<file path="config.mk">
export PLATFORM = sky130hd
export DESIGN_NAME = lsu_unit
export DESIGN_NICKNAME = d
export VERILOG_FILES = /design/src/rtl/lsu_pkg.sv /design/src/rtl/lsu_load_extend.sv /design/src/rtl/lsu_unit.sv
export SDC_FILE = /design/constraint.sdc
export NUM_CORES = 1
export LEC_CHECK = 0
export CAP_MARGIN = 20
export CORE_MARGIN = 2
export CORE_UTILIZATION = 49
export CTS_CLUSTER_SIZE = 12
export DETAILED_ROUTE_END_ITERATION = 12
export HOLD_SLACK_MARGIN = 0.03
export PLACE_DENSITY = 0.86
export SETUP_SLACK_MARGIN = 0.1
export SLEW_MARGIN = 20
export SYNTH_ARGS = -nofsm -noshare
export SYNTH_HDL_FRONTEND = slang
export SYNTH_SLANG_ARGS = --single-unit
</file>
<file path="constraint.sdc">
create_clock -name clk -period 7.5 [get_ports clk]
set_input_delay 1.125 -clock clk [delete_from_list [all_inputs] [get_ports clk]]
set_output_delay 1.125 -clock clk [all_outputs]
set_load 0.01 [all_outputs]
</file>
<file path="src/rtl/lsu_pkg.sv">
// lsu_pkg: shared encodings for the load/store unit
package lsu_pkg;
  typedef enum logic [1:0] {IDLE, ISSUE, WAIT, RESP} state_t;
  localparam logic [2:0] F3_B  = 3'b000;
  localparam logic [2:0] F3_H  = 3'b001;
  localparam logic [2:0] F3_W  = 3'b010;
  localparam logic [2:0] F3_BU = 3'b100;
  localparam logic [2:0] F3_HU = 3'b101;
  localparam logic [1:0] MEM_MODE_WORD = 2'b00;
  localparam logic [1:0] MEM_MODE_BYTE = 2'b01;
  localparam logic [1:0] MEM_MODE_HALF = 2'b10;
  localparam logic [1:0] ERR_OK      = 2'b00;
  localparam logic [1:0] ERR_MISAL   = 2'b01;
  localparam logic [1:0] ERR_RANGE   = 2'b10;
  localparam logic [1:0] ERR_TIMEOUT = 2'b11;
  // access size comes from funct3[1:0]; the unsigned bit does not matter to the controller
  function automatic logic [1:0] mode_of(input logic [2:0] f3);
    return f3[1:0] == 2'b00 ? MEM_MODE_BYTE : f3[1:0] == 2'b01 ? MEM_MODE_HALF : MEM_MODE_WORD;
  endfunction
endpackage

</file>
<file path="src/rtl/lsu_load_extend.sv">
// lsu_load_extend: sign/zero extension of controller read data by load funct3
module lsu_load_extend
  import lsu_pkg::*;
(
  input  logic [2:0]  funct3,
  input  logic [31:0] raw,
  output logic [31:0] result
);
  // controller already zero-extends byte/half reads, so only the sign fill is added here
  always_comb begin
    result = funct3 == F3_B  ? {{24{raw[7]}}, raw[7:0]}
           : funct3 == F3_H  ? {{16{raw[15]}}, raw[15:0]}
           : funct3 == F3_BU ? {24'b0, raw[7:0]}
           : funct3 == F3_HU ? {16'b0, raw[15:0]}
           : raw;
  end
endmodule

</file>
<file path="src/rtl/lsu_unit.sv">
// lsu_unit: single-outstanding RV32 load/store unit in front of the memory controller
module lsu_unit
  import lsu_pkg::*;
#(
  parameter int ADDR_W         = 24,
  parameter int TIMEOUT_CYCLES = 16
) (
  input  logic              clk,
  input  logic              rst,
  input  logic              req_valid,
  output logic              req_ready,
  input  logic              req_store,
  input  logic [2:0]        req_funct3,
  input  logic [31:0]       req_base,
  input  logic [11:0]       req_imm,
  input  logic [31:0]       req_wdata,
  output logic              resp_valid,
  input  logic              resp_ready,
  output logic [31:0]       resp_data,
  output logic [1:0]        resp_err,
  output logic [ADDR_W-1:0] mem_addr,
  output logic              mem_we,
  output logic              mem_enable,
  output logic [31:0]       mem_data_in,
  output logic [1:0]        mem_mode,
  input  logic [31:0]       mem_data_out,
  input  logic              mem_op_r
);
  localparam int CW = $clog2(TIMEOUT_CYCLES);
  state_t            state, state_n;
  logic              store_q;
  logic [2:0]        f3_q;
  logic [ADDR_W-1:0] addr_q;
  logic [31:0]       wdata_q, ea, ext;
  logic [CW-1:0]     cnt;
  logic              illegal, misal, range_f, timeout, act;
  logic [1:0]        err_in;

  lsu_load_extend u_ext (.funct3(f3_q), .raw(mem_data_out), .result(ext));

  // address generation and request checks, priority illegal > misaligned > range
  always_comb begin
    ea      = req_base + {{20{req_imm[11]}}, req_imm};
    illegal = (req_store && req_funct3[2]) || req_funct3 == 3'b011 || req_funct3[2:1] == 2'b11;
    misal   = (req_funct3[1:0] == 2'b01 && ea[0]) || (req_funct3[1:0] == 2'b10 && ea[1:0] != 2'b00);
    range_f = |ea[31:ADDR_W];
    err_in  = illegal ? ERR_RANGE : misal ? ERR_MISAL : range_f ? ERR_RANGE : ERR_OK;
    timeout = cnt == CW'(TIMEOUT_CYCLES - 1);
  end

  // state register
  always_ff @(posedge clk) state <= rst ? IDLE : state_n;

  // next state and handshake/controller outputs; controller signals stay put through WAIT
  always_comb begin
    state_n     = state == IDLE  ? (req_valid ? (err_in != ERR_OK ? RESP : ISSUE) : IDLE)
                : state == ISSUE ? WAIT
                : state == WAIT  ? ((mem_op_r || timeout) ? RESP : WAIT)
                : (resp_ready ? IDLE : RESP);
    act         = state == ISSUE || state == WAIT;
    req_ready   = state == IDLE;
    resp_valid  = state == RESP;
    mem_enable  = state == ISSUE;
    mem_we      = act && store_q;
    mem_addr    = act ? addr_q : '0;
    mem_mode    = act ? mode_of(f3_q) : MEM_MODE_WORD;
    mem_data_in = act ? wdata_q : '0;
  end

  // request latch, wait counter and response capture
  always_ff @(posedge clk) begin
    if (rst) begin
      store_q   <= 1'b0;
      f3_q      <= '0;
      addr_q    <= '0;
      wdata_q   <= '0;
      cnt       <= '0;
      resp_data <= '0;
      resp_err  <= ERR_OK;
    end else begin
      if (state == IDLE && req_valid) begin
        store_q   <= req_store;
        f3_q      <= req_funct3;
        addr_q    <= ea[ADDR_W-1:0];
        wdata_q   <= req_wdata;
        resp_data <= '0;
        resp_err  <= err_in;
      end
      if (state == ISSUE) cnt <= '0;
      if (state == WAIT) begin
        cnt <= cnt + 1'b1;
        if (mem_op_r || timeout) begin
          resp_data <= (mem_op_r && !store_q) ? ext : '0;
          resp_err  <= mem_op_r ? ERR_OK : ERR_TIMEOUT;
        end
      end
    end
  end
endmodule

</file>
Word level (Yosys, flattened, before mapping)
Cells that the tools add are included.

storage, ports and cells
  output and inout port bits = 96
  bits in registers = 100
  input bits = 117
  word-level logic and storage cells = 70

operators by class
  eq/ne operators = 12
  muxes and demuxes = 29
  add/sub/neg operators = 2
  reduce and logical (&&, ||, !) cells = 19

operators with widths
  cell                                                  number
  two-way mux 32 bit                                    9
  adder 32 bit                                          1
  two-way mux 2 bit                                     16
  two-way mux 24 bit                                    1
  equality test 2 bit (second input constant)           4
  two-way mux 4 bit                                     2
  OR reduction 8 bit                                    1
  equality test 2 x 1 -> 1 bit (second input constant)  3
  equality test 3 bit (second input constant)           2
  logical AND 1 bit                                     6
  nonzero test 2 bit                                    3
  logical OR 1 bit                                      5
  adder 4 x 1 -> 4 bit (second input constant)          1
  equality test 4 bit (second input constant)           1
  zero test 2 bit                                       2
  equality test 3 x 1 -> 1 bit (second input constant)  1
  equality test 3 x 2 -> 1 bit (second input constant)  1
  zero test 3 bit                                       1
  zero test 1 bit                                       1
  two-way mux 1 bit                                     1

Depth between registers and ports, before layout
  depth after elaboration = 10
  depth in mapped cells = 12

Hierarchy
A second synthesis with hierarchy kept.

unflattened totals
  cells, all modules = 810
  area, all modules = 6,090.8 um^2

by module, submodules not included
  module           area an instance (um^2)  sequential area each (um^2)  times used  cells each
  lsu_unit         5,726.7                  2,001.9                      1           743
  lsu_load_extend  364.1                    0.0                          1           67

Least setup slack after synthesis
Ideal clock, no wire load.

  path type = input to register
  start = in req_base[0]
  end = reg state[1]
  buffers on the path = 0
  setup time = 0.136 ns
  stages = 12
  path slack = 3.923 ns
  required time = 7.364 ns
  arrival = 3.441 ns
  cells stage by stage = ha_1 -> inv_1 -> fa_1 -> nand2b_1 -> a21oi_1 -> nor2_1 -> o311a_1 -> o31ai_2 -> xnor2_1 -> o2111ai_1 -> nor4_2 -> a211oi_2

between the ends
  cells in the longest elaborated chain, start to end = 10
  elaborated cells between the ends (all ways) = 13
  those cells by class = add/sub (1); mux (6); reduce/logical (6)

RTL lines
  what                                                                        line            source
  start: declaration                                                          lsu_unit.sv:14  input logic [31:0] req_base,
  adder 32 bit *                                                              lsu_unit.sv:43  ea = req_base + {{20{req_imm[11]}}, req_imm};
  parallel branches: the longest is 3 deep, another holds OR reduction 8 bit  --
  two-way mux 2 bit * (2 in series)                                           lsu_unit.sv:47  err_in = illegal ? ERR_RANGE : misal ? ERR_MISAL : range_f ? ERR_RANGE : ERR_OK;
  nonzero test 2 bit *                                                        lsu_unit.sv:56  state_n = state == IDLE ? (req_valid ? (err_in != ERR_OK ? RESP : ISSUE) : IDLE)
  two-way mux 2 bit * (3 in series)                                           lsu_unit.sv:56
  end signal: assignment                                                      lsu_unit.sv:52  always_ff @(posedge clk) state <= rst ? IDLE : state_n;
  end: declaration                                                            lsu_unit.sv:30  state_t state, state_n;

Mark *: on every way between the ends.
A chain may end at the register's enable or synchronous reset.

Worst setup path after layout
  start = in req_imm[11]
  end = reg state[1]

between the ends
  cells in the longest elaborated chain, start to end = 9

RTL lines
  what                             line            source
  start: declaration               lsu_unit.sv:15  input logic [11:0] req_imm,
  adder 32 bit                     lsu_unit.sv:43
  OR reduction 8 bit               lsu_unit.sv:46  range_f = |ea[31:ADDR_W];
  two-way mux 2 bit (3 in series)  lsu_unit.sv:47
  nonzero test 2 bit               lsu_unit.sv:56
  two-way mux 2 bit (3 in series)  lsu_unit.sv:56

No other way between the ends.

==> impl_metrics.tcl <==
set metrics [dict create \
    grt_pass1_vias 5811 \
    avgSynthCellArea_um2 7.25 \
    grt-ovfl-total 0 \
    htree_levels 3 \
    place_congestion 0.901 \
    routed_via_density 5.48 \
    ys_ff_latch 100 \
    slowest_stage "clkdlybuf4s50_1" \
    core-area_um2 12000 \
    fin_crit_ps 4390 \
    cp.required_ps 7690 \
    die-area_um2 13100 \
    placedInstanceArea_um2 8120 \
    critical_path.top_delay_family "compound AO/OA/AOI/OAI gates" \
    grt_use_met1_pct 31.4 \
    ys.flop_type "dfxtp_1" \
    root_buffer "clkbuf_16" \
    top_usage_layer "met2" \
    setup_tns_ps 0 \
    slew_headroom_pct 29.3 \
    synthArstFlopShare_pct 0 \
    drv_cap 0 \
    path_buf_inv 1 \
    io_pins 213 \
    grt_util_all_layers_pct 26.0 \
    fmax_mhz 228 \
    start_kind "input pin" \
    arrival_ps 4570 \
    drt_wl_total_mm 17.5 \
    rows 40 \
    hold_buffers 0 \
    port_buffers 212 \
    drcViolationCount 0 \
    met2_usage_pct 46.4 \
    area_delta_synth_final_pct 41.0 \
    yosys_warnings 0 \
    hpwl_mm 12.6 \
    initial_core_util_pct 50.1 \
    drt-initial-drc-count 412 \
    path_clk_slew_ps 70 \
    syn_area_um2 5990 \
    synth.distinct_cells 59 \
    cts_tree "yes" \
    num_vias 6298 \
    finalSetupViolations 0 \
    clock-skew-final_ps 4.74 \
    clockBufferDepth 2 \
    avgRoutedWirePerCell_um 15.2 \
    fp.dieW_um 115 \
    drive_above_1_share_pct 3.69 \
    crit_chain "clkdlybuf4s50_1 > ha_1 > nand3_1 > a2111oi_1 > a211oi_1 > o311a_1 > o31ai_2 > xnor2_1 > o2111ai_1 > nor4_2 > a211oi_2" \
    ctsResizeCount 0 \
    hold_violations 0 \
    use_met3_pct 4.66 \
    ir_drop_v 0.000108 \
    worst_pin_slew_ps 1060 \
    ys_seq_area_share_pct 33.4 \
    die_h_um 115 \
    min_period_over_period_pct 58.5 \
    hold_path_class "register to register" \
    power.density_nw_per_um2 193 \
    cts_made_buffers 9 \
    fillers 1001 \
    postLayoutCellArea_um2 8450 \
    path_class "input pin to register" \
    grt_pass1_wl_mm 27.8 \
    synth_edf_count 0 \
    nets 1152 \
    drt_first_pass_iters 5 \
    max_stage_delay_ps 870 \
    cts_sinks 100 \
    end_kind "register" \
    rsz0062_at_grt "false" \
    syn_nets 981 \
    postCtsSetupRepairBufs 0 \
    leakagePower_uw 0.00328 \
    diodes 0 \
    finalHoldWorstSlack_ps 446 \
    maxSlewViolCount 0 \
    grt_max_degree 100 \
    clk_latency_ps 340 \
    critPathMaxFanout 21 \
    drtAntennaViolNets 0 \
    antenna_found_initial 0 \
    outcome "completed" \
    synthCells 827 \
]
==> Yosys cell counts (3+ instances only) <==
| cell | number | area [um^2] |
|---|---|---|
| a21oi_1 | 151 | 756 |
| nand2_1 | 144 | 541 |
| dfxtp_1 | 100 | 2000 |
| nor2_1 | 97 | 364 |
| and2_1 | 59 | 369 |
| clkbuf_1 | 49 | 184 |
| ha_1 | 36 | 450 |
| o21ai_0 | 21 | 105 |
| xnor2_1 | 16 | 140 |
| inv_1 | 15 | 56.3 |
| a22oi_1 | 9 | 67.6 |
| nand4_1 | 9 | 56.3 |
| xor2_1 | 9 | 78.8 |
| a211oi_1 | 8 | 60.1 |
| nand2b_1 | 8 | 50.1 |
| a21o_1 | 7 | 52.6 |
| nand3_1 | 7 | 35.0 |
| nor3_1 | 7 | 35.0 |
| buf_2 | 6 | 30.0 |
| o21bai_1 | 6 | 45.0 |
| nor3b_1 | 5 | 37.5 |
| o211ai_1 | 4 | 30.0 |
| and3_1 | 3 | 18.8 |
| mux2i_1 | 3 | 30.0 |
| o21a_1 | 3 | 22.5 |
| o21ai_1 | 3 | 15.0 |
| o31ai_1 | 3 | 22.5 |
| or3_1 | 3 | 18.8 |
==> registers in the layout (all words and copies together) (netlist names) <==
register,count
wdata_q,32
cnt,4
resp_err,2
addr_q,24
state,2
store_q,1
resp_data,32
f3_q,3
==> path summary, 6_finish.rpt <==
kind                from      endpoint  slack [ps]  cells past startpoint
min reg2reg   addr_q[23]    addr_q[23]         450                      2
max reg2reg     state[1]  resp_data[0]        5230                      8
min           addr_q[23]    addr_q[23]         450                      2
max          req_imm[11]      state[1]        3110                     11
==> placed cells by master (no fill, tap or decap), drive strengths merged, types with 11 or more instances in the layout <==
cell type        n
inv             18
dfxtp          100
and2            59
xnor2           16
ha              36
clkbuf          11
clkdlybuf4s50  211
o21ai           24
a21oi          152
nor2            98
nand2          144
==> through the flow <==
step                      power (uW)  cells  setup WS [ps]  util (%)
final                           1630   1150           3110      70.6
after global routing            1720   1150           2810      70.6
after CTS                       1640   1150           3130      70.6
after detailed placement        1140   1134           2760      67.9
after global placement          1130   1134           2840      67.9
after floorplan                  926    827           3920         -
==> tightest hold or removal path, delay by kind of cell, from the launching register on <==
kind | cells | cell delay (ps)
flip-flops | 1 | 310
AO/OA/AOI/OAI | 1 | 50
AND/OR/NAND/NOR | 1 | 50
==> area by class of cell <==
| cell class | instances | area (um^2) | area share (%) |
|---|---|---|---|
| clock buffer | 11 | 253 | 2.99 |
| clock inverter | 5 | 66.3 | 0.785 |
| inverter | 15 | 56.3 | 0.666 |
| multi-input combinational | 655 | 3730 | 44.2 |
| sequential | 100 | 2000 | 23.7 |
| tap | 147 | 184 | 2.18 |
| timing repair buffer | 217 | 2160 | 25.5 |
==> routing by layer <==
layer	wire length [um]	share of wire (%)
met5	0	0
met2	8580	49
met1	7530	43
met4	333	1.9
met3	1080	6.2
==> report_power, final <==
part           switching, uW  internal, uW
clock                    218           282
combinational            289           243
sequential              23.7           575
total                    531          1100
==> logic make-up (layout without fill, tap and decap cells) <==
logic type / Yosys count / after routing / share of synthesized area (%)
compound gates: 237 / 237 / 23.1
xor+xnor: 25 / 25 / 3.65
fa+ha+maj: 37 / 37 / 7.85
buf+inv: 72 / 248 / 4.66
flops: 100 / 100 / 33.4
mux: 4 / 4 / 0.689
simple gates: 352 / 352 / 26.7
No activity file was read; power rests on OpenSTA's default activity.
